[src/rtl/rr_mux8way16_pkg.sv]
// Shared constants for the 8-way, 16-bit round-robin merge.
package rr_mux8way16_pkg;
  localparam int WIDTH = 16;
  localparam int N     = 8;
  localparam int SEL_W = 3;
endpackage

[src/rtl/rr_arbiter8.sv]
// Combinational round-robin arbiter: rotate requests to start at ptr,
// priority-encode the lowest set bit, then rotate the index back.
module rr_arbiter8
  import rr_mux8way16_pkg::*;
(
  input  logic [N-1:0]     in_valid,
  input  logic [SEL_W-1:0] ptr,
  output logic [SEL_W-1:0] grant,
  output logic             found
);

  logic [2*N-1:0]   dbl;
  logic [N-1:0]     rot;
  logic [SEL_W-1:0] off;

  always_comb begin
    dbl   = {in_valid, in_valid} >> ptr;
    rot   = dbl[N-1:0];
    off   = '0;
    found = 1'b0;
    // Descending scan so the lowest rotated index (closest to ptr) wins.
    for (int j = N - 1; j >= 0; j--) begin
      if (rot[j]) begin
        off   = SEL_W'(j);
        found = 1'b1;
      end
    end
    grant = ptr + off;
  end

endmodule

[src/rtl/rr_mux8way16.sv]
// Registered 8:1 round-robin merge of 16-bit channels with source index
// and a wrapping count of completed output transfers.
module rr_mux8way16
  import rr_mux8way16_pkg::*;
(
  input  logic             clk,
  input  logic             rst_n,
  input  logic [WIDTH-1:0] a,
  input  logic [WIDTH-1:0] b,
  input  logic [WIDTH-1:0] c,
  input  logic [WIDTH-1:0] d,
  input  logic [WIDTH-1:0] e,
  input  logic [WIDTH-1:0] f,
  input  logic [WIDTH-1:0] g,
  input  logic [WIDTH-1:0] h,
  input  logic [N-1:0]     in_valid,
  output logic [N-1:0]     in_ready,
  output logic [WIDTH-1:0] out,
  output logic [SEL_W-1:0] sel,
  output logic             out_valid,
  input  logic             out_ready,
  output logic [15:0]      busy_cnt
);

  // Handshake: a word moves on any rising edge where valid and ready are
  // both 1; a producer may change data or drop valid whenever its ready is 0.

  logic [WIDTH-1:0] data [N];
  logic [WIDTH-1:0] out_q, out_d;
  logic [SEL_W-1:0] sel_q, sel_d;
  logic [SEL_W-1:0] ptr_q, ptr_d;
  logic             out_valid_q, out_valid_d;
  logic [15:0]      busy_q, busy_d;
  logic [SEL_W-1:0] grant;
  logic             found;
  logic             load_ok;

  assign data[0] = a;
  assign data[1] = b;
  assign data[2] = c;
  assign data[3] = d;
  assign data[4] = e;
  assign data[5] = f;
  assign data[6] = g;
  assign data[7] = h;

  rr_arbiter8 u_arb (
    .in_valid (in_valid),
    .ptr      (ptr_q),
    .grant    (grant),
    .found    (found)
  );

  always_comb begin
    load_ok     = !out_valid_q || out_ready;
    in_ready    = '0;
    out_d       = out_q;
    sel_d       = sel_q;
    ptr_d       = ptr_q;
    out_valid_d = out_valid_q;
    busy_d      = busy_q;
    if (rst_n && found && load_ok) begin
      in_ready[grant] = 1'b1;
    end
    if (found && load_ok) begin
      out_d       = data[grant];
      sel_d       = grant;
      out_valid_d = 1'b1;
      ptr_d       = grant + SEL_W'(1);
    end else if (out_valid_q && out_ready) begin
      out_valid_d = 1'b0;
    end
    if (out_valid_q && out_ready) begin
      busy_d = busy_q + 16'd1;
    end
  end

  always_ff @(posedge clk) begin
    if (!rst_n) begin
      out_q       <= '0;
      sel_q       <= '0;
      ptr_q       <= '0;
      out_valid_q <= 1'b0;
      busy_q      <= '0;
    end else begin
      out_q       <= out_d;
      sel_q       <= sel_d;
      ptr_q       <= ptr_d;
      out_valid_q <= out_valid_d;
      busy_q      <= busy_d;
    end
  end

  assign out       = out_q;
  assign sel       = sel_q;
  assign out_valid = out_valid_q;
  assign busy_cnt  = busy_q;

endmodule

[config.mk]
export PLATFORM = sky130hd
export DESIGN_NAME = rr_mux8way16
export DESIGN_NICKNAME = d
export VERILOG_FILES = /design/src/rtl/rr_mux8way16_pkg.sv /design/src/rtl/rr_arbiter8.sv /design/src/rtl/rr_mux8way16.sv
export SDC_FILE = /design/constraint.sdc
export NUM_CORES = 1
export LEC_CHECK = 0
export ABC_CLOCK_PERIOD_IN_PS = 4190
export CORE_ASPECT_RATIO = 1.75
export CORE_MARGIN = 5
export CORE_UTILIZATION = 39
export DETAILED_ROUTE_END_ITERATION = 10
export GPL_TIMING_DRIVEN = 0
export PLACE_DENSITY = 0.91
export SLEW_MARGIN = 25
export SYNTH_ARGS = -nofsm -noshare
export SYNTH_HDL_FRONTEND = slang
export SYNTH_SLANG_ARGS = --single-unit
[constraint.sdc]
create_clock -name clk -period 4.19 [get_ports clk]
set_clock_uncertainty 0.05 [all_clocks]
set_input_delay 0.419 -clock clk [delete_from_list [all_inputs] [get_ports clk]]
set_output_delay 0.419 -clock clk [all_outputs]
set_load 0.01 [all_outputs]
======== Word-level counts from Yosys, hierarchy flattened ========
Index checks and enable logic that the tools add are counted.
operators by class
  multiplexer cells ....................... 24
  shift operators ......................... 1
  bitwise logic cells ..................... 1
  $add $sub $neg .......................... 3
  reductions and logical operators ........ 8
  $lt $le $gt $ge ......................... 3
operators with widths
  kind                     count
  $bmux W16 S3             1
  $mux W16                 2
  $mux W3                  8
  $add A16 B1 Y16 const B  1
  $shr A16 B3 Y8           1
  $mux W1                  11
  $mux W8                  1
  $logic_and A1 B1 Y1      5
  $ge A4 B4 Y1 const B     1
  $lt A3 B4 Y1 const B     1
  $not A3 Y4               1
  $add A3 B1 Y3 const B    1
  $add A3 B3 Y3            1
  $demux W1 S3             1
  $ge A3 B1 Y1 const B     1
  $reduce_bool A2 Y1       1
  $logic_not A1 Y1         1
  $logic_or A1 B1 Y1       1
word-level totals
  bits in registers ....................... 39
  input port bits ......................... 139
  word-level logic and storage cells ...... 45
  output and inout bits ................... 44

======== Depth between registers and ports, before layout ========
Gate-level depths: netlist (run 1).
  depth in word-level cells ............... 15
  mapped depth ............................ 16
  mapped depth without buffers ............ 14

======== Modules after synthesis ========
A second synthesis (run 1) with hierarchy kept.
second synthesis, totals
  cell total of the unflattened synthesis .. 361
  area, all modules ....................... 3,250.6 um^2
modules (own cells, without submodules)
  module        cells an instance  area each (um^2)  sequential area each (um^2)  instances
  rr_mux8way16  290                2,598.7           780.7                        1
  rr_arbiter8   71                 651.9             0.0                          1

======== Least setup slack after synthesis (run 1) ========
No wires, ideal clock.
  path type ............................... register to output
  start ................................... register ptr_q[1]
  end ..................................... output port in_ready[4]
  cell stages (with the launch flop) ...... 16
  slack ................................... 0.141 ns
  data required time ...................... 3.721 ns
  path buffers ............................ 2
  data arrival time ....................... 3.580 ns
  cell sequence ........................... dfxtp_1 buf_4 buf_2 mux2i_1 mux2i_1 a21oi_1 o21ai_0 a32oi_1 nor2b_1 o32ai_1 ha_1 fa_1 xnor2_1 xor2_4 nand3_1 nor3_1
on the way
  word-level cells in the longest chain between the ends .. 15
  elaborated cells on any way between the ends .. 26
  those cells by class .................... add/sub: 1; order compare: 2; shift: 1; mux: 19; reduce/logical: 3
ends and longest elaborated chain
  element                                                             line                text
  start: declaration                                                  rr_mux8way16.sv:31  logic [SEL_W-1:0] ptr_q, ptr_d;
  start signal: assignment                                            rr_mux8way16.sv:88  ptr_q <= ptr_d;
  $shr A16 B3 Y8                                                      rr_arbiter8.sv:17   dbl = {in_valid, in_valid} >> ptr;
  $mux W3 (8 in series)                                               rr_arbiter8.sv:23   if (rot[j]) begin
  $add A3 B3 Y3                                                       rr_arbiter8.sv:28   grant = ptr + off;
  $lt A3 B4 Y1 (implied by the code) or $ge A3 B1 Y1 (tied branches)  rr_mux8way16.sv:63  in_ready[grant] = 1'b1;
  $logic_and A1 B1 Y1 (implied by the code)                           rr_mux8way16.sv:63
  $mux W1 (implied by the code)                                       rr_mux8way16.sv:63
  $demux W1 S3                                                        rr_mux8way16.sv:63
  $mux W8 (*)                                                         rr_mux8way16.sv:62  if (rst_n && found && load_ok) begin
  end: declaration                                                    rr_mux8way16.sv:17  output logic [N-1:0] in_ready,
Mark *: on every way between the ends. The rest lies on a longest branch, timed or not.

======== Worst setup path after layout (run 1) ========
  start ................................... register ptr_q[1]
  end ..................................... output port in_ready[6]
Same word-level chain as after synthesis.

==> impl_metrics.env, run 1 <==
export IMPL_powerDensity_mw_per_mm2=747.7
export IMPL_path_clk_slew_ns=0.05
export IMPL_critPathArrivalTime_ns=3.65
export IMPL_critPathRequiredTime_ns=3.72
export IMPL_nNetsFinal=675
export IMPL_r2r_start="ptr_q[1]$_SDFFE_PN0P_"
export IMPL_clk_path_buf_depth=2
export IMPL_die_y_um=128.0
export IMPL_whs_ns=0.4094
export IMPL_cts_sinks=39
export IMPL_cts_root_buf="clkbuf_16"
export IMPL_rrSetupSlack_ns=0.21
export IMPL_drive_gt1_frac=0.1989
export IMPL_drc=0
export IMPL_setup_viol=0
export IMPL_finalSetupTns_ns=0
export IMPL_grt_pass1_wl_um=19440
export IMPL_synth_cells=329
export IMPL_critical_path_slowest_cell="fa_2"
export IMPL_dp_hpwl_um=10160
export IMPL_p_leak_nw=2.028
export IMPL_grt_max_degree=12
export IMPL_cp_startpoint="ptr_q[1]$_SDFFE_PN0P_"
export IMPL_seq_area_um2=785.8
export IMPL_crit_family="buffers and inverters"
export IMPL_seq_area_frac_synth=0.2517
export IMPL_cpPeakStageDelay_ns=0.39
export IMPL_fin_crit_ns=4.115
export IMPL_synth_area_per_cell_um2=9.428
export IMPL_cts_tree="done"
export IMPL_syn_to_final_growth_pct=76.93
export IMPL_crit_buf_inv=4
export IMPL_path_cells="buf_8, clkbuf_16, mux2i_2, mux2_4, a21oi_2, o21bai_1, a32oi_1, nor2b_2, o32ai_2, ha_2, fa_2, xnor2_4, buf_12, xor2_4, nand3_4, nor2_1, clkdlybuf4s15_2"
export IMPL_grt_setup_unrepaired="yes"
export IMPL_critPathKind="register to output pin"
export IMPL_drtIter0Drc=164
export IMPL_vias=3568
export IMPL_grt_usage=0.2479
export IMPL_worst_slew_pin_slew_ns=0.9196
export IMPL_max_slew_margin=0.3869
export IMPL_grt_pass1_vias=3776
export IMPL_yosysWarnings=0
export IMPL_routed_wl_met3_um=1013
export IMPL_dieWidth_um=77.42
export IMPL_multi_input_area_mm2=0.002361
export IMPL_setup_ws_ns=0.07541
export IMPL_drv_cap=0
export IMPL_cp_max_fo=6
export IMPL_start_util=0.3949
export IMPL_min_path_type="register to register"
export IMPL_antenna_found_initial=0
export IMPL_wl_per_cell_um=20.25
export IMPL_final_util=0.6986
export IMPL_numCtsBuffers=5
export IMPL_finalCritPeriodShare=0.9820
export IMPL_yosys_top_cells_area="dfxtp_1 25%, mux4_2 24%, mux2i_1 6.1%"
export IMPL_grt_ovfl_total=0
export IMPL_fmax_mhz=243.0
export IMPL_ys_ff_latch=39
export IMPL_globalplace_congestion=0.9164
export IMPL_core_mm2=0.007855
export IMPL_synth_top_area_share=0.2517
export IMPL_hold_path_startpoint="sel[2]$_SDFFE_PN0P_"
export IMPL_outcome="finished clean"
export IMPL_ir_drop_mv=0.5512
export IMPL_yosys_area_top_type="dfxtp_1"
export IMPL_final_max_slew_viol_count=0
export IMPL_top_layer="met4"
export IMPL_ios=183
export IMPL_routed_via_density=5.727
export IMPL_startpoint_type="register"
export IMPL_pre_cts_slack_ns=-1.063
export IMPL_firstDrtPassIters=4
export IMPL_synth_nets=472
export IMPL_fillers=582
export IMPL_route_met2_wl_um=6854
export IMPL_hold_violations=0
export IMPL_syn_area_mm2=0.003102
export IMPL_wl_met1_um=4147
export IMPL_io_buffers=182
export IMPL_antenna_cells=0
export IMPL_yosysUniqueCellTypes=41
export IMPL_dieArea_mm2=0.009907
export IMPL_rows=43
export IMPL_clk_latency_ns=0.29
export IMPL_routed_wl_um=12610
export IMPL_end_kind="output pin"
export IMPL_ant_nets=0
export IMPL_cts_max_level=2
==> layout by cell type, fill, tap and decap left out, types with 3 or more instances in the layout <==
master / netlist / layout
a21boi_0: 4 / 4
xnor2_1: 10 / 9
nor3b_1: 8 / 8
inv_1: 3 / 3
nand2_1: 45 / 45
nor2_1: 10 / 10
and3_1: 3 / 3
clkbuf_1: 15 / 12
nand3_1: 5 / 3
buf_2: 6 / 9
a31oi_1: 16 / 16
nor4_1: 7 / 6
mux2i_1: 19 / 8
xor2_1: 4 / 4
mux4_2: 33 / 33
nor2b_1: 7 / 5
and2_1: 13 / 13
dlygate4sd2_1: 0 / 8
or3_1: 4 / 4
clkdlybuf4s50_1: 0 / 166
mux2i_2: 0 / 10
nand4_1: 4 / 4
clkbuf_16: 0 / 6
a21oi_1: 4 / 3
dfxtp_1: 39 / 37
o21ai_0: 23 / 22
nand2b_1: 6 / 5
nor3_1: 22 / 20
clkbuf_2: 0 / 3
buf_4: 1 / 14
==> registers in the layout (all words and copies together), names as in the netlist <==
signal / cells
busy_cnt: 16
out: 16
out_valid: 1
ptr_q: 3
sel: 3
==> stage by stage <==
step / cells / area [um^2] / total power, mW
detailed placement: 601 / 5036 / 3.332
global route: 623 / 5488 / 4.390
global placement: 601 / 5036 / 3.280
CTS: 620 / 5398 / 4.023
finish: 623 / 5488 / 4.103
floorplan: 329 / 3102 / 2.523
==> worst register-to-register path, cell delays in order (launching register included) <==
cell and delay [ns]:
dfxtp_4 0.35, buf_8 0.13, clkbuf_16 0.15, mux2i_2 0.16
mux2_4 0.30, a21oi_2 0.13, o21bai_1 0.09, a32oi_1 0.18
nor2b_2 0.18, o32ai_2 0.09, ha_2 0.21, fa_2 0.55
buf_4 0.12, clkbuf_1 0.55, mux4_2 0.44, nand2_1 0.09
a31oi_1 0.08
==> synth_stat cells <==
cell / number
xnor2_2: 1
nor4_2: 1
xor2_4: 1
and3_1: 3
inv_1: 3
clkbuf_1: 15
xnor2_1: 10
o211ai_4: 1
o21ai_1: 1
or4_4: 1
buf_1: 1
mux2_2: 1
nand3_1: 5
and2_1: 13
nand4_1: 4
nor3_1: 22
a32oi_1: 1
nand2_1: 45
nor2_1: 10
buf_4: 1
o21bai_1: 1
a21boi_0: 4
o32ai_1: 1
buf_6: 1
xor2_1: 4
fa_1: 1
ha_1: 3
or4_1: 1
a21boi_1: 1
a21oi_1: 4
mux2i_1: 19
nor3b_1: 8
dfxtp_1: 39
nor4_1: 7
buf_2: 6
mux4_2: 33
o21ai_0: 23
a31oi_1: 16
nand2b_1: 6
or3_1: 4
nor2b_1: 7
==> kinds of logic after synthesis <==
group	Yosys count	synth area share
AO/OA/AOI/OAI	53	0.1045
XOR/XNOR	16	0.05365
adder cells (fa/ha/maj)	4	0.01856
buffers and inverters	27	0.03872
flip-flops	39	0.2517
multiplexers	53	0.3046
AND/OR/NAND/NOR	137	0.2283
==> area by class of cell <==
| cell class | count | area share |
|---|---|---|
| plain buffers | 22 | 0.02690 |
| clock buffers | 7 | 0.02417 |
| clock inverters | 1 | 0.0009120 |
| inverters | 3 | 0.002052 |
| multi-input cells | 263 | 0.4302 |
| flip-flops and latches | 39 | 0.1432 |
| well taps | 90 | 0.02052 |
| repair buffers | 198 | 0.3520 |
==> metal layers <==
layer,GRT usage,vias up
met2,0.4459,190
met3,0.06118,39
met4,0.1316,0
li1,-,1645
met5,0,-
met1,0.2608,1694
==> power breakdown <==
part	internal, mW	switching, mW	leakage, nW
clock network	0.220	0.145	0.0679
registers	0.465	0.0524	0.321
logic	1.69	1.53	1.64
==> final timing paths <==
path | endpoint | cells after the start
setup / recovery | in_ready[6] | 17
hold / removal | sel[2]$_SDFFE_PN0P_ | 2
setup reg to reg | out[12]$_SDFFE_PN0P_ | 16
hold reg to reg | sel[2]$_SDFFE_PN0P_ | 2
==> repair_timing <==
item / 4_1_cts / 5_1_grt
hold buffers: 0 / 0
pin swaps: 7 / 11
setup endpoints to repair: 25 / 24
buffers inserted: 11 / 4
gates cloned: 0 / 1
gates resized for setup: 61 / 29
No activity file was read; power rests on OpenSTA's default activity.
==> run 2: changes to the inputs <==
--- a/config.mk
+++ b/config.mk
@@ -11,7 +11,7 @@
 export CORE_UTILIZATION = 39
 export DETAILED_ROUTE_END_ITERATION = 10
 export GPL_TIMING_DRIVEN = 0
-export PLACE_DENSITY = 0.91
+export PLACE_DENSITY = 0.83
 export SLEW_MARGIN = 25
 export SYNTH_ARGS = -nofsm -noshare
 export SYNTH_HDL_FRONTEND = slang
==> run 2 against run 1 <==
Effect of this change:
- utilization shrank 0.096 points
- clock power about the same
- global-route usage increased by 0.36 points
- sequential share of layout area hardly changed
- cell count is 0.96% lower
- non-clock buffer count is 6 lower
- final area fell by 0.14%
- first-iteration DRC count unchanged
- die area is the same
- power grew 0.29%
- via count up 0.42%
- critical endpoint unchanged
==> impl_metrics.env, run 2 (synthesis gave the netlist of run 1 again) <==
export IMPL_critPathArrivalTime_ns=3.64
export IMPL_rrSetupSlack_ns=0.31
export IMPL_power_mw=4.115
export IMPL_use_met1=0.2613
export IMPL_min_path_type="register to register"
export IMPL_cts_sinks=39
export IMPL_rows=43
export IMPL_firstDrtPassIters=5
export IMPL_finalCritPeriodShare=0.9796
export IMPL_r2r_cells=14
export IMPL_place_area_mm2=0.005036
export IMPL_drc=0
export IMPL_drtIter0Drc=164
export IMPL_fin_area_mm2=0.005480
export IMPL_layout_commonest_cell="clkdlybuf4s50_1"
export IMPL_startpoint_type="primary input"
export IMPL_clk_path_buf_depth=2
export IMPL_met2_usage=0.4772
export IMPL_cts_root_buf="clkbuf_16"
export IMPL_grt_use_met3=0.05767
export IMPL_final_max_slew_viol_count=0
export IMPL_drive_gt1_frac=0.2049
export IMPL_hold_violations=0
export IMPL_critPathKind="primary input to output pin"
export IMPL_routed_via_density=5.807
export IMPL_outcome="finished clean"
export IMPL_path_cells="dlygate4sd2_1, mux4_2, inv_2, a21oi_2, o21ai_1, a32oi_1, nor2b_2, o32ai_2, ha_2, fa_2, xnor2_4, buf_6, xor2_4, nand3_4, nor2_4, clkdlybuf4s15_2"
export IMPL_grt_setup_unrepaired="yes"
export IMPL_numCtsBuffers=5
export IMPL_grt_ovfl_total=0
export IMPL_cts_max_level=2
export IMPL_max_slew_margin=0.3707
export IMPL_nNetsFinal=669
export IMPL_core_mm2=0.007855
export IMPL_vias=3583
export IMPL_setup_viol=0
export IMPL_path_clk_slew_ns=0.06
export IMPL_start_util=0.3949
export IMPL_crit_family="buffers and inverters"
export IMPL_hold_path_depth=2
export IMPL_ios=183
export IMPL_ant_nets=0
export IMPL_antenna_cells=0
export IMPL_globalplace_congestion=0.9059
export IMPL_ir_drop_mv=0.4629
export IMPL_dieWidth_um=77.42
export IMPL_drv_cap=0
export IMPL_grt_pass1_vias=3845
export IMPL_wl_per_cell_um=20.46
export IMPL_grt_pass1_wl_um=19890
export IMPL_cts_tree="done"
export IMPL_syn_to_final_growth_pct=76.68
export IMPL_fin_crit_ns=4.105
export IMPL_grt_busiest_layer="met2"
export IMPL_io_buffers=182
export IMPL_cp_max_fo=7
export IMPL_cpPeakStageDelay_ns=0.54
export IMPL_grt_usage=0.2516
export IMPL_dp_hpwl_um=9945
export IMPL_crit_buf_inv=4
export IMPL_antenna_found_initial=0
export IMPL_routed_wl_um=12630
export IMPL_cp_num_cells=16
export IMPL_powerDensity_mw_per_mm2=750.9
export IMPL_end_kind="output pin"
export IMPL_clk_latency_ns=0.28
export IMPL_cts_hold_buffers_added=0
export IMPL_critPathRequiredTime_ns=3.72
export IMPL_worst_slew_pin_slew_ns=0.9439
export IMPL_critical_path_slowest_cell="mux4_2"
export IMPL_p_leak_nw=1.998
export IMPL_grt_max_degree=13
export IMPL_fmax_mhz=243.6
export IMPL_finalSetupTns_ns=0
export IMPL_dieArea_mm2=0.009907
export IMPL_final_cell_mix="166 x clkdlybuf4s50_1, 45 x nand2_1, 37 x dfxtp_1"
export IMPL_die_y_um=128.0
run 2: layout make-up:
cell class	count	area, um^2
Clock buffer	5	125.1
Timing Repair Buffer	193	1891
Clock inverter	3	15.01
Sequential cell	39	785.8
Multi-Input combinational cell	263	2402
Buffer	21	137.6
Fill cell	602	2375
Inverter	3	11.26
Tap cell	90	112.6
run 2: worst paths after layout:
| kind | from | end |
|---|---|---|
| setup / recovery | in_valid[3] | in_ready[6] |
| hold / removal | sel[2]$_SDFFE_PN0P_ | sel[2]$_SDFFE_PN0P_ |
| setup reg to reg | ptr_q[0]$_SDFFE_PN0P_ | out[0]$_SDFFE_PN0P_ |
| hold reg to reg | sel[2]$_SDFFE_PN0P_ | sel[2]$_SDFFE_PN0P_ |
run 2: where the power goes:
group | internal [mW] | switching, mW
Sequential | 0.466 | 0.0575
Combinational | 1.67 | 1.55
Clock | 0.217 | 0.150
Total | 2.35 | 1.76
run 2: worst min-delay path, cell delays in order (launching register included):
cell     delay, ns
dfxtp_1       0.31
nand2_1       0.06
o21ai_1       0.05
run 2: routing by layer:
layer,share of wire,up-vias,wire [um]
met4,0.035,0,448
met2,0.55,193,6986
met5,0,-,0
met1,0.34,1723,4248
met3,0.075,32,942
li1,-,1635,-
run 2: what timing repair did:
item,in CTS,in global routing
buffers inserted,10,1
hold endpoints to repair,0,0
gates cloned,1,0
gates resized for setup,86,20
setup endpoints to repair,25,20
pin swaps,10,12
run 2: stage by stage:
| stage | hold slack (ns) | std cells | utilization | setup WS [ns] |
|---|---|---|---|---|
| floorplan | 0.4226 | 329 | - | 0.1413 |
| global placement | 0.3885 | 601 | 0.6411 | -0.9133 |
| detailed placement | 0.4000 | 601 | 0.6411 | -0.9976 |
| CTS | 0.4081 | 620 | 0.6980 | -0.02862 |
| global route | 0.4723 | 617 | 0.6977 | -0.06423 |
| finish | 0.4195 | 617 | 0.6977 | 0.08541 |
==> variant 1, RTL diff (settings of run 2) <==
The package constant `WIDTH` goes from 16 to 24.
--- a/src/rtl/rr_mux8way16_pkg.sv
+++ b/src/rtl/rr_mux8way16_pkg.sv
@@ -2,3 +2,3 @@
 package rr_mux8way16_pkg;
-  localparam int WIDTH = 16;
+  localparam int WIDTH = 24;
   localparam int N     = 8;
Ports: changed (9 resized); port bits go from 183 to 255. The function was not compared with the original's and may differ.
==> variant 1 against run 2 <==
Utilization grew 1.7 points. Sequential share of layout area fell by 0.82 points. Highest routed layer unchanged. Cell area is 28% higher. Critical path type is now reg2out. Sequential cell count rose by 8. Largest cell class unchanged. Area after synthesis rose by 25%. Worst setup slack worse by 37 ps. Wire length grew 36%. Power rose by 28%. Critical endpoint is now in_ready[4]. Cell count is 28% higher.
==> variant 1: results <==
worst_setup_path:
  cp-startpoint: "ptr_q[0]"
  crit_end: "in_ready[4]"
  worst_r2r_path_depth: 12
  crit_arrival_ps: 3670
  r2r-end: "out[14]"
  path_max_fanout: 10
  path_delay_family: "compound AO/OA/AOI/OAI gates"
  regToRegSetupSlack_ps: 210
detailed_routing:
  wl_met2_mm: 9.681
  via_count: 4530
  first_pass_iters: 4
  totalWireLength_mm: 17.22
  drt_iter0_markers: 191
status:
  outcome: "finished clean"
yosys:
  synthCells: 390
  ys_types: 51
  synth_seq_area_share_pct: 24.35
  synthTopCellsByArea: "mux4_2, dfxtp_1, o21ai_0"
pwr:
  power_switching_uw: 2186
  power.leakage_uw: 0.002549
  ir_drop_mv: 0.7950
  comb-power_uw: 4170
placement:
  post-dp-hpwl_mm: 14.31
  place_ws_ps: -1222
  portBuffers: 253
  place_area_sq_mm: 0.006553
grt:
  gr-usage-all-layers_pct: 27.48
  met3_usage_pct: 4.009
  grt_use_met2_pct: 52.13
  grt_pass1_vias: 4808
  antenna_found_initial: 2
sta:
  whs_ps: 454.6
  setup_ws_ps: 48.12
cells_and_area:
  num-nets-final: 866
  n_fill_cell: 723
  drive_gt1_share_pct: 19.39
cts:
  post_cts_buffers: 9
-- variant 1: worst reg2reg max path: stages (launching register included) --
cell and delay, ps:
dfxtp_2 340, buf_6 120, clkbuf_16 160, mux4_2 530, o211ai_1 200, o21ai_1 140, a221oi_2 270, o22ai_2 150
ha_2 370, clkbuf_1 680, mux4_2 630, nand3_1 120, a31oi_1 90
-- variant 1: worst min-delay path by stage --
stage,startpoint,endpoint,cells after the start
floorplan,busy_cnt[15],busy_cnt[15],2
global route,busy_cnt[15],busy_cnt[15],2
finish,busy_cnt[15],busy_cnt[15],2
global placement,busy_cnt[15],busy_cnt[15],2
detailed placement,sel[1],sel[1],2
CTS,busy_cnt[15],busy_cnt[15],2
-- variant 1: metrics by stage --
step           power [uW]  util, %
6_report             5274    71.50
5_1_grt              5602    71.50
3_5_place_dp         4354    66.94
2_1_floorplan        3277        -
4_1_cts              5186    71.09
3_3_place_gp         4271    66.94
-- variant 1: cell type report --
class                      instances  share of cell area, %
multi-input combinational        298                  40.79
timing repair buffer             263                  36.77
sequential                        47                  13.51
buffer                            38                  3.843
tap                              125                  2.235
clock buffer                       5                  1.788
clock inverter                     3                 0.6614
inverter                           6                 0.3218
antenna                            2                0.07151
-- variant 1: cells by family (layout without fill, tap and decap cells) --
kind of cell | count (synthesis) | after routing | share of synthesized area, %
AOI/OAI and AO/OA | 113 | 113 | 19.17
xor gates and xnor gates | 14 | 14 | 3.173
adders and majority gates | 4 | 4 | 1.490
buffers and inverters | 45 | 315 | 5.343
DFF | 47 | 47 | 24.35
muxes | 67 | 67 | 33.97
other | 0 | 2 | 0
and+or+nand+nor | 100 | 100 | 12.50
==> variant 2, RTL diff (config.mk and constraints of run 2) <==
Without the edit above. Put one more register stage on the output `busy_cnt`, cleared by the reset. The value now appears one clock later. The other outputs are not delayed to match.
--- a/src/rtl/rr_mux8way16.sv
+++ b/src/rtl/rr_mux8way16.sv
@@ -96,3 +96,9 @@
   assign out_valid = out_valid_q;
-  assign busy_cnt  = busy_q;
+  always_ff @(posedge clk) begin
+    if (!rst_n) begin
+      busy_cnt <= '0;
+    end else begin
+      busy_cnt <= busy_q;
+    end
+  end
 
Behaviour: not the same (Yosys sat finds a counterexample within 4 cycles, from zero or initial values and one cycle with rst_n low).
==> variant 2 against run 2 <==
Sequential cell count grew 16. Highest routed layer unchanged. First-iteration DRC count grew 38%. Clock power grew 16%. Area after synthesis grew 23%. Cell area grew 11%. Combinational power shrank 5%. Worst setup slack gained 17 ps. Wire length grew 2.0%. Maximum frequency grew 0.42%. Power grew 1.5%. Die area grew 20%.
==> variant 2: results <==
status:
  outcome: "finished clean"
yosys:
  muxShareOfSynthArea_pct: 24.22
  synth_area_per_cell_sq_um: 10.58
  synthTopCellsByArea: "dfxtp_1, mux4_2, a211oi_2"
  synth_fa_ha_area_share_pct: 1.512
  synth-xor-area-share_pct: 3.221
  synth-compound-area-share_pct: 20.87
  yosys-top-cells-count: "dfxtp_1, mux4_2, and2_1, nor2_1, o21ai_0"
detailed_routing:
  first_pass_iters: 4
  totalWireLength_mm: 12.88
  wl_per_cell_um: 18.96
cells_and_area:
  drive_gt1_share_pct: 21.54
  clock_cell_area_share_pct: 2.519
  multi_input_cells: 271
  nNonClkInverters: 4
  buffer_area_share_pct: 33.90
  num-nets-final: 699
sta:
  worstMarginPinSlew_ps: 814.5
grt:
  gr-usage-all-layers_pct: 21.10
  grt_use_met1_pct: 20.69
  grt_pass1_wl_mm: 19.95
  grt_use_met2_pct: 41.10
placement:
  post-dp-hpwl_mm: 10.59
  portBuffers: 180
  place_congestion: 0.8660
pwr:
  seq-power_uw: 682
  power.leakage_uw: 0.002226
  pwr-share-clk_pct: 10.2
  ir_drop_mv: 0.5629
worst_setup_path:
  r2r-end: "out[7]"
  regToRegSetupSlack_ps: 100
  path_delay_family: "compound AO/OA/AOI/OAI gates"
  worst_r2r_path_depth: 13
cts:
  cts.sinks: 55
## variant 2: cell types whose count changed in the layout (fill, tap and decap cells not counted), sizes merged, moves of 4 or more
| cell | change |
|---|---|
| a211oi | +33 |
| nand2 | -25 |
| nor2 | +14 |
| nor4 | -6 |
| and2 | +20 |
| mux2i | -9 |
| a21boi | +4 |
| nor3b | -7 |
| nor2b | -5 |
| a221oi | +4 |
| nor3 | -15 |
| a31oi | -16 |
| buf | +4 |
| dfxtp | +16 |
## variant 2: stage by stage
step | worst slack [ps] | area, sq um | setup TNS (ps) | utilization [%] | power, uW
2_1_floorplan | 39.34 | 3809 | 0 | - | 2734
3_3_place_gp | -1029 | 5763 | -12230 | 60.49 | 3472
3_5_place_dp | -1164 | 5763 | -15100 | 60.49 | 3540
4_1_cts | -1.223 | 6020 | -1.223 | 63.19 | 4139
5_1_grt | -6.990 | 6061 | -6.990 | 63.62 | 4409
6_report | 102.7 | 6061 | 0 | 63.62 | 4178
## variant 2: how the worst max path moves through the flow
stage,cells after the start,slack [ps],to,startpoint
floorplan,13,40,in_ready[2],ptr_q[0]
global placement,14,-1030,in_ready[2],in_valid[1]
detailed placement,13,-1160,in_ready[2],in_valid[1]
CTS,15,-1,in_ready[4],ptr_q[0]
global route,14,-7,in_ready[1],ptr_q[0]
finish,14,100,in_ready[1],ptr_q[0]
## variant 2: routing by layer
layer / wire length, um / up-vias / share of wire (%)
li1: - / 1762 / -
met1: 4238 / 1796 / 33
met2: 7184 / 169 / 56
met3: 1003 / 33 / 7.8
met4: 448 / 0 / 3.5
met5: 0 / - / 0
## variant 2: what timing repair did
item / 4_1_cts / 5_1_grt
pin swaps: 6 / 6
gates resized for setup: 67 / 5
setup buffers: 5 / 5
endpoints found under the setup margin: 25 / 14
endpoints found under the hold margin: 0 / 0
